**src/rtl/padd_sat_pipe.sv**
```systemverilog
// rtl/padd_sat_pipe.sv - pipelined packed-lane saturating add/subtract unit
// Two-stage valid/ready pipe: S1 holds operands, S2 holds clamped lane results.
module padd_sat_pipe #(
  parameter int LANE_W = 8,
  parameter int LANES  = 2
) (
  input  logic                     clk,
  input  logic                     rst_n,
  input  logic                     in_valid,
  output logic                     in_ready,
  input  logic [LANE_W*LANES-1:0]  in_a,
  input  logic [LANE_W*LANES-1:0]  in_b,
  input  logic [1:0]               in_op,
  output logic                     out_valid,
  input  logic                     out_ready,
  output logic [LANE_W*LANES-1:0]  out_data,
  output logic [LANES-1:0]         out_sat,
  output logic [LANES-1:0]         sat_sticky,
  input  logic                     clr_sticky
);

  localparam int DATA_W = LANE_W * LANES;
  localparam int MSB    = LANE_W - 1;

  logic              r_s1_v;
  logic [DATA_W-1:0] r_s1_a;
  logic [DATA_W-1:0] r_s1_b;
  logic [1:0]        r_s1_op;
  logic              r_s2_v;
  logic [DATA_W-1:0] r_out_data;
  logic [LANES-1:0]  r_out_sat;
  logic [LANES-1:0]  r_sticky;

  logic              w_s2_load;
  logic              w_s1_load;
  logic              w_xfer;
  logic [DATA_W-1:0] w_res;
  logic [LANES-1:0]  w_sat;

  // Returns {saturated, lane result}; lane math is one bit wider than the lane.
  function automatic logic [LANE_W:0] lane_op(
    input logic [LANE_W-1:0] a,
    input logic [LANE_W-1:0] b,
    input logic [1:0]        op
  );
    logic [LANE_W:0]   ea;
    logic [LANE_W:0]   eb;
    logic [LANE_W:0]   s;
    logic              ovf;
    logic [LANE_W-1:0] r;
    ea = op[1] ? {1'b0, a} : {a[MSB], a};
    eb = op[1] ? {1'b0, b} : {b[MSB], b};
    s  = op[0] ? (ea - eb) : (ea + eb);
    if (op[1])
      ovf = s[LANE_W];
    else if (op[0])
      ovf = (a[MSB] != b[MSB]) && (s[MSB] != a[MSB]);
    else
      ovf = (a[MSB] == b[MSB]) && (s[MSB] != a[MSB]);
    r = s[LANE_W-1:0];
    if (ovf) begin
      if (op[1])
        r = op[0] ? '0 : '1;
      else
        r = a[MSB] ? {1'b1, {(LANE_W-1){1'b0}}} : {1'b0, {(LANE_W-1){1'b1}}};
    end
    return {ovf, r};
  endfunction

  always_comb begin
    w_res = '0;
    w_sat = '0;
    for (int i = 0; i < LANES; i++) begin
      {w_sat[i], w_res[i*LANE_W +: LANE_W]} =
        lane_op(r_s1_a[i*LANE_W +: LANE_W], r_s1_b[i*LANE_W +: LANE_W], r_s1_op);
    end
  end

  assign w_s2_load = !r_s2_v || out_ready;
  assign w_s1_load = !r_s1_v || w_s2_load;
  assign w_xfer    = r_s2_v && out_ready;

  always_ff @(posedge clk or negedge rst_n) begin
    if (!rst_n) begin
      r_s1_v     <= 1'b0;
      r_s1_a     <= '0;
      r_s1_b     <= '0;
      r_s1_op    <= '0;
      r_s2_v     <= 1'b0;
      r_out_data <= '0;
      r_out_sat  <= '0;
      r_sticky   <= '0;
    end else begin
      if (w_s1_load) begin
        r_s1_v <= in_valid;
        if (in_valid) begin
          r_s1_a  <= in_a;
          r_s1_b  <= in_b;
          r_s1_op <= in_op;
        end
      end
      // Results only move when S1 has a beat, so out_data holds its last value when empty.
      if (w_s2_load) begin
        r_s2_v <= r_s1_v;
        if (r_s1_v) begin
          r_out_data <= w_res;
          r_out_sat  <= w_sat;
        end
      end
      if (clr_sticky)
        r_sticky <= w_xfer ? r_out_sat : '0;
      else if (w_xfer)
        r_sticky <= r_sticky | r_out_sat;
    end
  end

  assign in_ready   = w_s1_load;
  assign out_valid  = r_s2_v;
  assign out_data   = r_out_data;
  assign out_sat    = r_out_sat;
  assign sat_sticky = r_sticky;

endmodule
```
**config.mk**
```make
export PLATFORM = sky130hd
export DESIGN_NAME = padd_sat_pipe
export DESIGN_NICKNAME = d
export VERILOG_FILES = /design/src/rtl/padd_sat_pipe.sv
export SDC_FILE = /design/constraint.sdc
export NUM_CORES = 1
export LEC_CHECK = 0
export ABC_AREA = 1
export CAP_MARGIN = 25
export CORE_MARGIN = 2
export CORE_UTILIZATION = 49
export CTS_CLUSTER_DIAMETER = 40
export DETAILED_ROUTE_END_ITERATION = 7
export HOLD_SLACK_MARGIN = 0.03
export PLACE_DENSITY_LB_ADDON = 0.1
export SKIP_CTS_REPAIR_TIMING = 1
export SYNTH_ARGS = -nofsm -noshare
export SYNTH_HDL_FRONTEND = slang
export SYNTH_SLANG_ARGS = --single-unit
```
**constraint.sdc**
```tcl
create_clock -name clk -period 2.58 [get_ports clk]
set_input_delay 0.516 -clock clk [delete_from_list [all_inputs] [get_ports clk]]
set_output_delay 0.516 -clock clk [all_outputs]
set_load 0.1 [all_outputs]
```
==> flow_summary.ini <==
[worst_hold_path]
hp-class = in2async

[finish]
syn_to_final_growth_pct = 36.0
n_antenna_cell = 0
layout.area.seq_sq_mm = 0.00140
layout_commonest_cell = nand2_1
layout_common_cells = nand2_1, buf_4, dfrtp_1
fillers = 582
drive_above_1_share_pct = 35.4
multiInputGateArea_sq_mm = 0.00230
final_area_sq_mm = 0.00501
nets = 598

[logic_synthesis]
ys_ff_latch = 56
yosysSeqAreaShare_pct = 38.0
ys_warn_count = 0
syn_avg_cell_area_sq_um = 8.41
syn-cell-area_sq_mm = 0.00368
yosysUniqueCellTypes = 35
syn_inst = 438
synth_nets = 497

[outcome]
violations = setup timing
status = finished, violations left

[die]
dieArea_sq_mm = 0.00823
core_area_sq_mm = 0.00725
fp.dieW_um = 90.7
start_util_pct = 50.8
num_io_pins = 61
die_h_um = 90.7
row_count = 31

[power_and_ir_drop]
cellPowerDensity_mw_per_mm2 = 1110
leakagePower_nw = 2.49
ir_drop_mv = 0.343

[drt]
antenna_left = 0
drt_iter0_drc = 108
drc_errors = 0
wl_per_cell_um = 13.0
vias = 3153
first_pass_iters = 4
drt-vias-per-instance = 4.93
wl_mm = 8.29

[clock_network]
clk_pin_slew_worst_paths_ps = 100
htreeDepth = 2
cts.path.max_buffers = 2
cts_sinks = 56
clock-root-buffer = clkbuf_8
clkLatencyLatePin_ps = 320
cts_tree = done
cts-buffers-inserted = 5

[worst_setup_path]
crit_path_cell_trace = inv_2, ha_4, inv_4, nor2_4, nand2_2, o21ai_2, xor2_1, inv_1, ha_4, nand2_1, a21oi_2, nor2_2, nand2_1, nand2_2, nand3_4, nand3_4, nand2_8, nand2_1, nand2_1, nand2_1
max_stage_delay_ps = 400
cp_common_cell = nand2_1
crit_path_max_fanout = 7
critPathLaunchType = flip-flop
path_buf_inv = 3
required_ps = 2790
worstPathArrival_ps = 2920
path_class = reg2reg
cp_slowest_cell = dfrtp_1
crit_path_end_kind = flip-flop
regToRegSetupSlack_ps = -130
crit_family = simple AND/OR/NAND/NOR gates

[placement]
finalWeightedCongestion = 0.807
dp_hpwl_mm = 5.99
dpl_cell_area_sq_mm = 0.00455
portBuffers = 60

[timing]
rsz0062_at_grt = true
finalMaxSlewViolations = 0
worst_pin_slew_ps = 668
max_slew_margin_pct = 55.0
postLayoutSetupSlackWorst_ps = -127
max_freq_mhz = 369
setup_viol_count_final = 18
clock_skew_ps = 10.7
period_share_pct = 105
fin_crit_ps = 2710
finalSetupTns_ps = -1480
hold_viol_final = 0

[grt]
grt_pass1_wl_mm = 12.9
busiest_layer = met2
globalRouteMet1Util_pct = 27.3
grt_max_degree = 48
overflow = 0
grt_antenna_before_repair = 0
grtUsageMet2_pct = 29.8
grt_pass1_vias = 2820
grt_use_total_pct = 18.9
globalRouteMet3Util_pct = 2.75

[flow_run]
cap_viol_max_count = 0
[flip-flops by register name, indices dropped and copies added (netlist names)]
name        flops
out_valid       1
r_s1_a         16
r_s1_op         2
out_sat         2
r_s1_v          1
out_data       16
r_s1_b         16
sat_sticky      2
[synth_stat cells (all sizes together)]
library cell	number	area (sq um)
a31oi	2	12.5
clkinv	1	3.75
nor3b	2	20.0
buf	9	56.3
nand4	9	56.3
ha	18	225
nand3b	1	20.0
nor3	2	10.0
fa	2	40.0
o31ai	1	7.51
xnor2	3	26.3
mux2	22	248
inv	47	179
nand3	32	253
nand2	145	634
o21bai	3	22.5
nor2	31	126
dfrtp	56	1400
clkbuf	1	3.75
o21ai	10	53.8
a21oi	23	126
xor2	18	158
[report_power, final]
part / internal (W) / leakage (nW) / switching [W]
combinational: 0.00128 / 1.78 / 0.00248
sequential: 0.00110 / 0.662 / 0.000175
clock: 0.000215 / 0.0510 / 0.000289
total: 0.00260 / 2.49 / 0.00294
[final cells by class]
type,count,share of cell area (%)
Tap cell,99,2.47
Multi-Input combinational cell,327,45.9
Inverter,48,3.70
Sequential cell,56,28.0
Timing Repair Buffer,101,18.1
Clock buffer,6,1.65
Clock inverter,2,0.200
[kinds of logic (layout without fill, tap and decap cells)]
family	after synthesis	in the layout	synth area share [%]
XOR/XNOR	21	21	4.99
AND/OR/NAND/NOR	222	225	30.4
multiplexers	22	22	6.73
AO/OA/AOI/OAI	39	39	6.05
buffers and inverters	58	157	6.59
adder cells (fa/ha/maj)	20	20	7.20
flip-flops	56	56	38.0
[stage by stage]
| step | power (W) | util [%] | cells | worst slack, ps | hold WS [ps] |
|---|---|---|---|---|---|
| after global routing | 0.00589 | 69.1 | 639 | -326 | 259 |
| after CTS | 0.00511 | 64.0 | 623 | -274 | 219 |
| after global placement | 0.00454 | 62.7 | 615 | -161 | 465 |
| after detailed placement | 0.00460 | 62.7 | 615 | -251 | 466 |
| final | 0.00554 | 69.1 | 639 | -127 | 200 |
| after floorplan | 0.00382 | - | 438 | 0.162 | 220 |
[path summary, 6_finish.rpt]
path	end	cells after the start	from
min in group clk	out_data[5]	2	out_data[5]
hold / removal	r_s1_a[11]	1	rst_n
max in group asynchronous	r_s1_a[4]	2	rst_n
setup / recovery	out_data[8]	20	r_s1_b[9]
hold reg to reg	out_data[5]	2	out_data[5]
setup reg to reg	out_data[8]	20	r_s1_b[9]
[routing by layer]
metal  wire length (um)  vias to the layer above  part of all wire [%]
met5                  0                        -                     0
met3                262                       12                   3.2
met2               3920                       60                    47
li1                   -                     1622                     -
met1               3990                     1459                    48
met4                116                        0                   1.4
(Power assumes the default switching activity.)
